--- config.mk ---
export PLATFORM = sky130hd
export DESIGN_NAME = mips_multicycle_ctrl
export DESIGN_NICKNAME = d
export VERILOG_FILES = /design/src/rtl/mips_multicycle_ctrl.sv
export SDC_FILE = /design/constraint.sdc
export NUM_CORES = 1
export LEC_CHECK = 0
export CORE_MARGIN = 2
export CORE_UTILIZATION = 55
export CTS_CLUSTER_SIZE = 28
export DETAILED_ROUTE_END_ITERATION = 10
export DONT_BUFFER_PORTS = 1
export GPL_ROUTABILITY_DRIVEN = 0
export PLACE_DENSITY = 0.72
export SETUP_SLACK_MARGIN = 0.4
export SYNTH_ARGS = -nofsm -noshare
export SYNTH_HDL_FRONTEND = slang
export SYNTH_SLANG_ARGS = --single-unit
export TNS_END_PERCENT = 50
--- constraint.sdc ---
create_clock -name clk -period 3.1 [get_ports clk]
set_clock_uncertainty 0.1 [all_clocks]
set_input_delay 0.31 -clock clk [delete_from_list [all_inputs] [get_ports clk]]
set_output_delay 0.31 -clock clk [all_outputs]
set_load 0.005 [all_outputs]
--- src/rtl/mips_multicycle_ctrl.sv ---
// Multicycle main controller for the MIPS datapath with IR/A/B/ALUOut/MDR
// holding registers and one shared memory port.
//
// Ports:
//   clk, rst       rising-edge clock, asynchronous active-high reset
//   opcode         IR[31:26], valid from DECODE onward
//   zero           ALU zero flag (qualifies pc_en in BEQ)
//   mem_ready      memory completes the current access this cycle
//   IorD .. RegWrite  datapath control strobes, decoded from the state
//   state          current state code (debug)
//   halted         high while in HALT
//   illegal_op     one-cycle pulse in DECODE on an unknown opcode
//   instr_count    retired-instruction counter, wraps modulo 2^CNT_W
module mips_multicycle_ctrl #(
    parameter int unsigned CNT_W  = 32,
    parameter logic [5:0]  HLT_OP = 6'b111111
) (
    input  logic             clk,
    input  logic             rst,
    input  logic [5:0]       opcode,
    input  logic             zero,
    input  logic             mem_ready,
    output logic             IorD,
    output logic             MemRead,
    output logic             MemWrite,
    output logic             IRWrite,
    output logic             pc_en,
    output logic [1:0]       PCSource,
    output logic             ALUSrcA,
    output logic [1:0]       ALUSrcB,
    output logic [1:0]       ALUOp,
    output logic             addi,
    output logic             RegDst,
    output logic             MemtoReg,
    output logic             RegWrite,
    output logic [3:0]       state,
    output logic             halted,
    output logic             illegal_op,
    output logic [CNT_W-1:0] instr_count
);

    typedef enum logic [3:0] {
        S_RESET  = 4'd0,
        S_FETCH  = 4'd1,
        S_DECODE = 4'd2,
        S_MEMADR = 4'd3,
        S_MEMRD  = 4'd4,
        S_MEMWB  = 4'd5,
        S_MEMWR  = 4'd6,
        S_REXEC  = 4'd7,
        S_RWB    = 4'd8,
        S_BEQ    = 4'd9,
        S_ADDIEX = 4'd10,
        S_ADDIWB = 4'd11,
        S_JUMP   = 4'd12,
        S_HALT   = 4'd13
    } state_t;

    localparam logic [5:0] OP_LW   = 6'b100011;
    localparam logic [5:0] OP_SW   = 6'b101011;
    localparam logic [5:0] OP_R    = 6'b000000;
    localparam logic [5:0] OP_BEQ  = 6'b000100;
    localparam logic [5:0] OP_ADDI = 6'b001000;
    localparam logic [5:0] OP_J    = 6'b000010;

    state_t st_q, st_d;
    logic   retire;

    // Next state; retire marks the final cycle of a completed instruction.
    always_comb begin
        st_d   = S_RESET;
        retire = 1'b0;
        case (st_q)
            S_RESET:  st_d = S_FETCH;
            S_FETCH:  st_d = mem_ready ? S_DECODE : S_FETCH;
            S_DECODE: begin
                case (opcode)
                    OP_LW, OP_SW: st_d = S_MEMADR;
                    OP_R:         st_d = S_REXEC;
                    OP_BEQ:       st_d = S_BEQ;
                    OP_ADDI:      st_d = S_ADDIEX;
                    OP_J:         st_d = S_JUMP;
                    HLT_OP:       st_d = S_HALT;
                    default:      st_d = S_FETCH;
                endcase
            end
            S_MEMADR: st_d = (opcode == OP_SW) ? S_MEMWR : S_MEMRD;
            S_MEMRD:  st_d = mem_ready ? S_MEMWB : S_MEMRD;
            S_MEMWB:  begin st_d = S_FETCH; retire = 1'b1; end
            S_MEMWR:  begin
                st_d   = mem_ready ? S_FETCH : S_MEMWR;
                retire = mem_ready;
            end
            S_REXEC:  st_d = S_RWB;
            S_RWB:    begin st_d = S_FETCH; retire = 1'b1; end
            S_BEQ:    begin st_d = S_FETCH; retire = 1'b1; end
            S_ADDIEX: st_d = S_ADDIWB;
            S_ADDIWB: begin st_d = S_FETCH; retire = 1'b1; end
            S_JUMP:   begin st_d = S_FETCH; retire = 1'b1; end
            S_HALT:   st_d = S_HALT;
            default:  st_d = S_RESET;
        endcase
    end

    always_ff @(posedge clk or posedge rst) begin
        if (rst) begin
            st_q        <= S_RESET;
            instr_count <= '0;
        end else begin
            st_q <= st_d;
            if (retire)
                instr_count <= instr_count + CNT_W'(1);
        end
    end

    // Moore decode of the state register; reset forces S_RESET and hence
    // drops every strobe without waiting for a clock edge.
    always_comb begin
        IorD       = 1'b0;
        MemRead    = 1'b0;
        MemWrite   = 1'b0;
        IRWrite    = 1'b0;
        pc_en      = 1'b0;
        PCSource   = 2'b00;
        ALUSrcA    = 1'b0;
        ALUSrcB    = 2'b00;
        ALUOp      = 2'b00;
        addi       = 1'b0;
        RegDst     = 1'b0;
        MemtoReg   = 1'b0;
        RegWrite   = 1'b0;
        halted     = 1'b0;
        illegal_op = 1'b0;
        case (st_q)
            S_FETCH: begin
                MemRead = 1'b1;
                ALUSrcB = 2'b01;
                IRWrite = mem_ready;
                pc_en   = mem_ready;
            end
            S_DECODE: begin
                ALUSrcB    = 2'b11;
                illegal_op = (st_d == S_FETCH);
            end
            S_MEMADR: begin ALUSrcA = 1'b1; ALUSrcB = 2'b10; end
            S_MEMRD:  begin MemRead = 1'b1; IorD = 1'b1; end
            S_MEMWB:  begin RegWrite = 1'b1; MemtoReg = 1'b1; end
            S_MEMWR:  begin MemWrite = 1'b1; IorD = 1'b1; end
            S_REXEC:  begin ALUSrcA = 1'b1; ALUOp = 2'b10; end
            S_RWB:    begin RegWrite = 1'b1; RegDst = 1'b1; end
            S_BEQ: begin
                ALUSrcA  = 1'b1;
                ALUOp    = 2'b01;
                PCSource = 2'b01;
                pc_en    = zero;
            end
            S_ADDIEX: begin ALUSrcA = 1'b1; ALUSrcB = 2'b10; addi = 1'b1; end
            S_ADDIWB: RegWrite = 1'b1;
            S_JUMP:   begin PCSource = 2'b10; pc_en = 1'b1; end
            S_HALT:   halted = 1'b1;
            default:  ;
        endcase
    end

    assign state = st_q;

endmodule

# Yosys cells after proc, flatten, opt, wreduce, memory -nomap -nowiden

Cells that the tools add are included.

Register bits: 36
Bits in latches: 0
RAM bits: 0
ROM bits: 0
Bits of input ports: 10
Logic and storage cells: 55
Memories: 0

$add $sub $neg: 1
Multipliers: 0
Div/mod/pow operators: 0
Magnitude comparators: 0
Eq/ne operators: 20
Shifts and indexed selects: 0
Multiplexer cells: 22
Bitwise gates (word level): 0
Reduce and logical (&&, ||, !) cells: 10

Operators with widths:

| operator              | count |
|---|---|
| $pmux 4 s9            | 1 |
| $add 32x1->32 const B | 1 |
| $eq 4x4->1 const B    | 6 |
| $pmux 4 s6            | 1 |
| $eq 6x6->1 const B    | 3 |
| $eq 4x3->1 const B    | 4 |
| $mux 1                | 12 |
| $eq 4x1->1 const B    | 2 |
| $eq 4x2->1 const B    | 2 |
| $pmux 2 s2            | 2 |
| $reduce_or 2->1       | 4 |
| $eq 6x2->1 const B    | 1 |
| $eq 6x3->1 const B    | 1 |
| $eq 6x4->1 const B    | 1 |
| $logic_not 6->1       | 1 |
| $pmux 2 s3            | 1 |
| $reduce_or 6->1       | 1 |
| $reduce_or 5->1       | 1 |
| $logic_not 4->1       | 1 |
| $mux 2                | 2 |
| $reduce_or 4->1       | 1 |
| $mux 3                | 1 |
| $pmux 1 s3            | 1 |
| $reduce_or 3->1       | 1 |
| $pmux 1 s2            | 1 |

# Logic depth before layout (Yosys ltp)

Depth in word-level cells: 6
Mapped depth: 7

# Worst setup path after synthesis

Ideal clock, no wire load.

Kind: register -> register
Start point: register st_q[0] (netlist: state[0])
End point: register instr_count[24]
Library setup time: 0.125 ns
Arrival time: 1.720 ns
Path slack: 1.155 ns
Stages on the path, launching flop included: 7
Period minus slack after synthesis: 1.945 ns
Cell sequence: dfrtp_1 -> buf_4 -> and4bb_1 -> a211o_4 -> o2111ai_4 -> and3b_1 -> xor2_1

Cells in the longest elaborated chain, start to end: 3
Elaborated cells on any way between the ends: 8

Ends and longest elaborated chain:

| what                                            | line | text |
|---|---|---|
| start, declared                                 | 66   | `state_t st_q, st_d;` |
| start signal, assigned                          | 110  | `st_q <= st_d;` |
| $eq 4x4->1 / $eq 4x3->1 (equally long branches) | 73   | `case (st_q)` |
| $reduce_or 5->1 (no source line)                | -    |  |
| $pmux 1 s2 *                                    | 73   |  |
| end signal, assigned                            | 112  | `instr_count <= instr_count + CNT_W'(1);` |
| end, declared                                   | 39   | `output logic [CNT_W-1:0] instr_count` |

Mark *: on every way between the ends. The rest lies on a longest branch, timed or not.
A chain may end at the register's enable or synchronous reset.

# Worst setup path after layout

Start point: register st_q[3] (netlist: state[3])
End point: register instr_count[25]

Same word-level chain as after synthesis.

==> impl_summary.md <==
Place
The number of input and output port buffers inserted is 0. The wire-length estimate of the detail-placed layout is 3200 um. Counting tap cells, the placed design contains a total of 259 instances.

Clock tree
The clock net in this run drives a total of 36 sinks. TritonCTS built the clock tree. The post-CTS setup-driven buffer insertion count is 0. The later pin in the worst-skew pair is clocked with a latency of 0.28 ns.

The number of buffers inserted during clock tree synthesis is 5. Clock-pin slew was measured on the worst setup and hold paths at 0.07 ns. The clock passes through at most 2 buffers. The post-cts repair resize count is 0.

The number of hold buffers added after CTS is 1. The clock tree root buffer cell is clkbuf_8. The maximum level of the CTS H-tree is 2.

Worst hold path
The class of the most critical hold timing path is in2reg. The endpoint of the worst hold path is state[1]. Along the worst hold path, the cell count comes to 2. The hold path startpoint is mem_ready.

Timing
The actual transition at the worst max-transition pin is 0.579 ns. The count of endpoints failing hold in the final timing report was 0. The highest clock frequency the design can meet is 416 MHz.

The number of setup violations in the final report is 0. Summed over all failing endpoints, the final setup total negative slack is 0 ns. The share of the cycle needed by the critical path after routing is 77.6%. After layout, the minimum clock period comes to 2.40 ns.

In this run the tightest slew margin relative to its limit is 61.3%. The count of final max-slew check failures is 0. Setup repair after global routing left no endpoint under its margin.

Layout
The antenna cell count is 0. For this run, the post-layout net count is 230. The number of standard cells in the layout, taps in and fillers out is 267. Cells with a size suffix above 1 make up 8.68% of the layout. From synthesis to final layout, the design area changed by 6.67%.

After filler insertion, the fill cell instance count of the layout stands at 329.

Logic synthesis
Synthesis handed over a netlist of 217 instances. During synthesis, Yosys emitted a total of 0 warnings. The cell area that synthesis handed to floorplanning was 2050 sq um. Counting every net in the synthesized netlist gives 228. Sequential cells were found to cover 44.0% of the synthesized design area. After synthesis the netlist holds a flip-flop and latch count of 36. The synthesized netlist contains 45 unique library cells. The average footprint of a synthesized cell is 9.43 sq um.

Power and ir drop
In this run the static leakage power is 1.07 nW. VDD sags by at most 430 uV. For this design the ratio of total power to cell area is 614 nW/um^2.

GRT
The number of antenna violations at the first check in global routing is 0. The first global-routing pass estimated 7310 um of wire. The maximum number of pins on one net before global-route repair is 37. For this run the aggregate overflow at the end of global routing stands at 0.

The number of global-route vias before repair came to 1487. Across every metal layer, demand over resource in global routing totals 22.8%.

Critical path
Data on the critical path is required at its endpoint by 3.16 ns. The critical path startpoint is state[3]. STA classifies the critical path startpoint as a flip-flop. The category of cells accounting for the largest share of critical-path delay is compound AO/OA/AOI/OAI gates.

Together, buffers and inverters on the worst path number 0. In this run the register-to-register setup slack is 0.70 ns. The endpoint identified for the worst register-to-register timing path is instr_count[25]. The startpoint of the lowest-slack register-to-register path is state[3]. On the critical path, the stage with the largest delay is an instance of dfrtp_1.

The signal arrival time at the worst endpoint is 2.47 ns. The top fanout value on the critical path is 16. The depth of the worst register-to-register path is 5. The critical setup path kind is reg2reg. The worst setup path is captured at a flip-flop. In this design, the stage delay of the slowest critical-path cell is 0.65 ns. Walking the worst path, the cells encountered are and4bb_1 -> a211o_4 -> o211ai_2 -> nor3_1 -> xor2_1.

Run status
The run finished with clean final reports.

Routing
The detailed-route via count is 1597. The first-pass iteration count of the detailed router is 4. After detailed routing, the average wire length per cell comes to 16.4 um. The first routing iteration left 214 violations. In the routed layout, each cell is associated on average with a via count of 5.98. In this run the remaining antenna-violating nets after routing total 0. The detailed-route wire length is 4390 um.

In the routed design, unresolved DRC markers number 0.

Floorplanning
The number of primary I/O pins is 64. The floorplan step defined a core boundary enclosing 3610 sq um. The die area is 4220 sq um. The die is 65.0 um wide. After floorplanning, the core was divided into 22 placement rows. In this run the vertical extent of the chip is 65.0 um.

The initial core utilization is 56.7%.

Flow run
Max-cap violations in this run came to 0.
synth_stat cells (all sizes together):
master	instances	share of area, %
o311ai	1	0.43
a211o	1	0.86
ha	1	0.61
nand4	7	2.1
dfrtp	36	44
a211oi	1	0.37
o22ai	1	0.31
o21ba	1	0.49
and2	1	0.31
inv	6	1.1
mux2	1	0.55
a21boi	1	0.37
a221oi	1	0.43
a21oi	2	0.49
or3	1	0.31
or2	1	0.31
o21ai	7	1.9
nor3b	2	0.73
and3b	1	0.43
nor2b	1	0.31
nand3	10	2.4
a31o	1	0.43
nor4	3	0.92
nand2	22	4.0
and4	1	0.43
o22a	1	0.43
or4	2	0.73
o211ai	1	0.61
o2111ai	2	1.7
xnor2	7	3.0
buf	6	2.0
xor2	28	12
and4bb	2	1.2
and3	4	1.2
clkbuf	3	0.55
nor2	28	5.5
nor3	18	5.0
a2111oi	1	0.43
nand2b	3	0.92
power by group:
part | total (mW) | internal [mW] | switching (mW)
Combinational | 0.379 | 0.150 | 0.230
Clock | 0.355 | 0.198 | 0.157
Sequential | 0.606 | 0.517 | 0.0896
worst max-delay path by stage:
stage	end	slack (ns)	cells past startpoint
floorplan	instr_count[24]	1.16	6
global placement	instr_count[15]	0.79	5
detailed placement	instr_count[23]	0.72	5
CTS	instr_count[23]	0.70	5
global route	instr_count[15]	0.58	5
finish	instr_count[25]	0.70	5
per-layer routing:
layer | share of wire [%] | global-route usage, %
met2 | 50 | 36.3
met4 | 1.2 | 6.38
met5 | 0 | 0
met3 | 7.7 | 8.33
met1 | 41 | 29.2
cell usage in the layout (no fill, tap or decap), types with 2 or more instances in the layout:
cell type | netlist | layout
dfrtp_1 | 36 | 36
xor2_1 | 28 | 28
nor2_1 | 27 | 27
nand2_1 | 22 | 22
nor3_1 | 17 | 17
nand3_1 | 10 | 10
xnor2_1 | 7 | 7
nand4_1 | 7 | 7
clkbuf_8 | 0 | 7
inv_1 | 6 | 6
o21ai_0 | 6 | 6
and3_1 | 4 | 4
nand2b_1 | 3 | 3
nor4_1 | 3 | 3
buf_4 | 3 | 3
and4bb_1 | 2 | 2
nor3b_1 | 2 | 2
a21oi_1 | 2 | 2
or4_1 | 2 | 2
layout make-up:
type                            instances  area (sq um)  area share (%)
Clock buffer                            7          96.3            4.42
Inverter                                6          22.5            1.03
Multi-Input combinational cell        166          1070            49.0
Sequential cell                        36           901            41.3
Tap cell                               48          60.1            2.75
Timing Repair Buffer                    4          32.5            1.49
stage by stage:
step	power [mW]	hold slack (ns)	util [%]	setup WS [ns]	area, sq um
after floorplan	0.923	0.365	-	1.16	2050
after global routing	1.43	0.182	60.5	0.580	2180
after CTS	1.35	0.148	60.5	0.699	2180
final	1.34	0.149	60.5	0.696	2180
after detailed placement	0.993	0.236	57.6	0.718	2080
after global placement	0.978	0.220	57.6	0.790	2080
cells by family after synthesis:
family / count (synthesis) / synth area share, %
xor+xnor: 35 / 15.0
flops: 36 / 44.0
fa+ha+maj: 1 / 0.612
mux: 1 / 0.550
buf+inv: 15 / 3.67
compound gates: 22 / 9.24
simple gates: 107 / 26.9
sequential cells by signal, indices dropped and copies added (netlist names):
register / flops
state: 4
instr_count: 32
No activity file was read; power rests on OpenSTA's default activity.
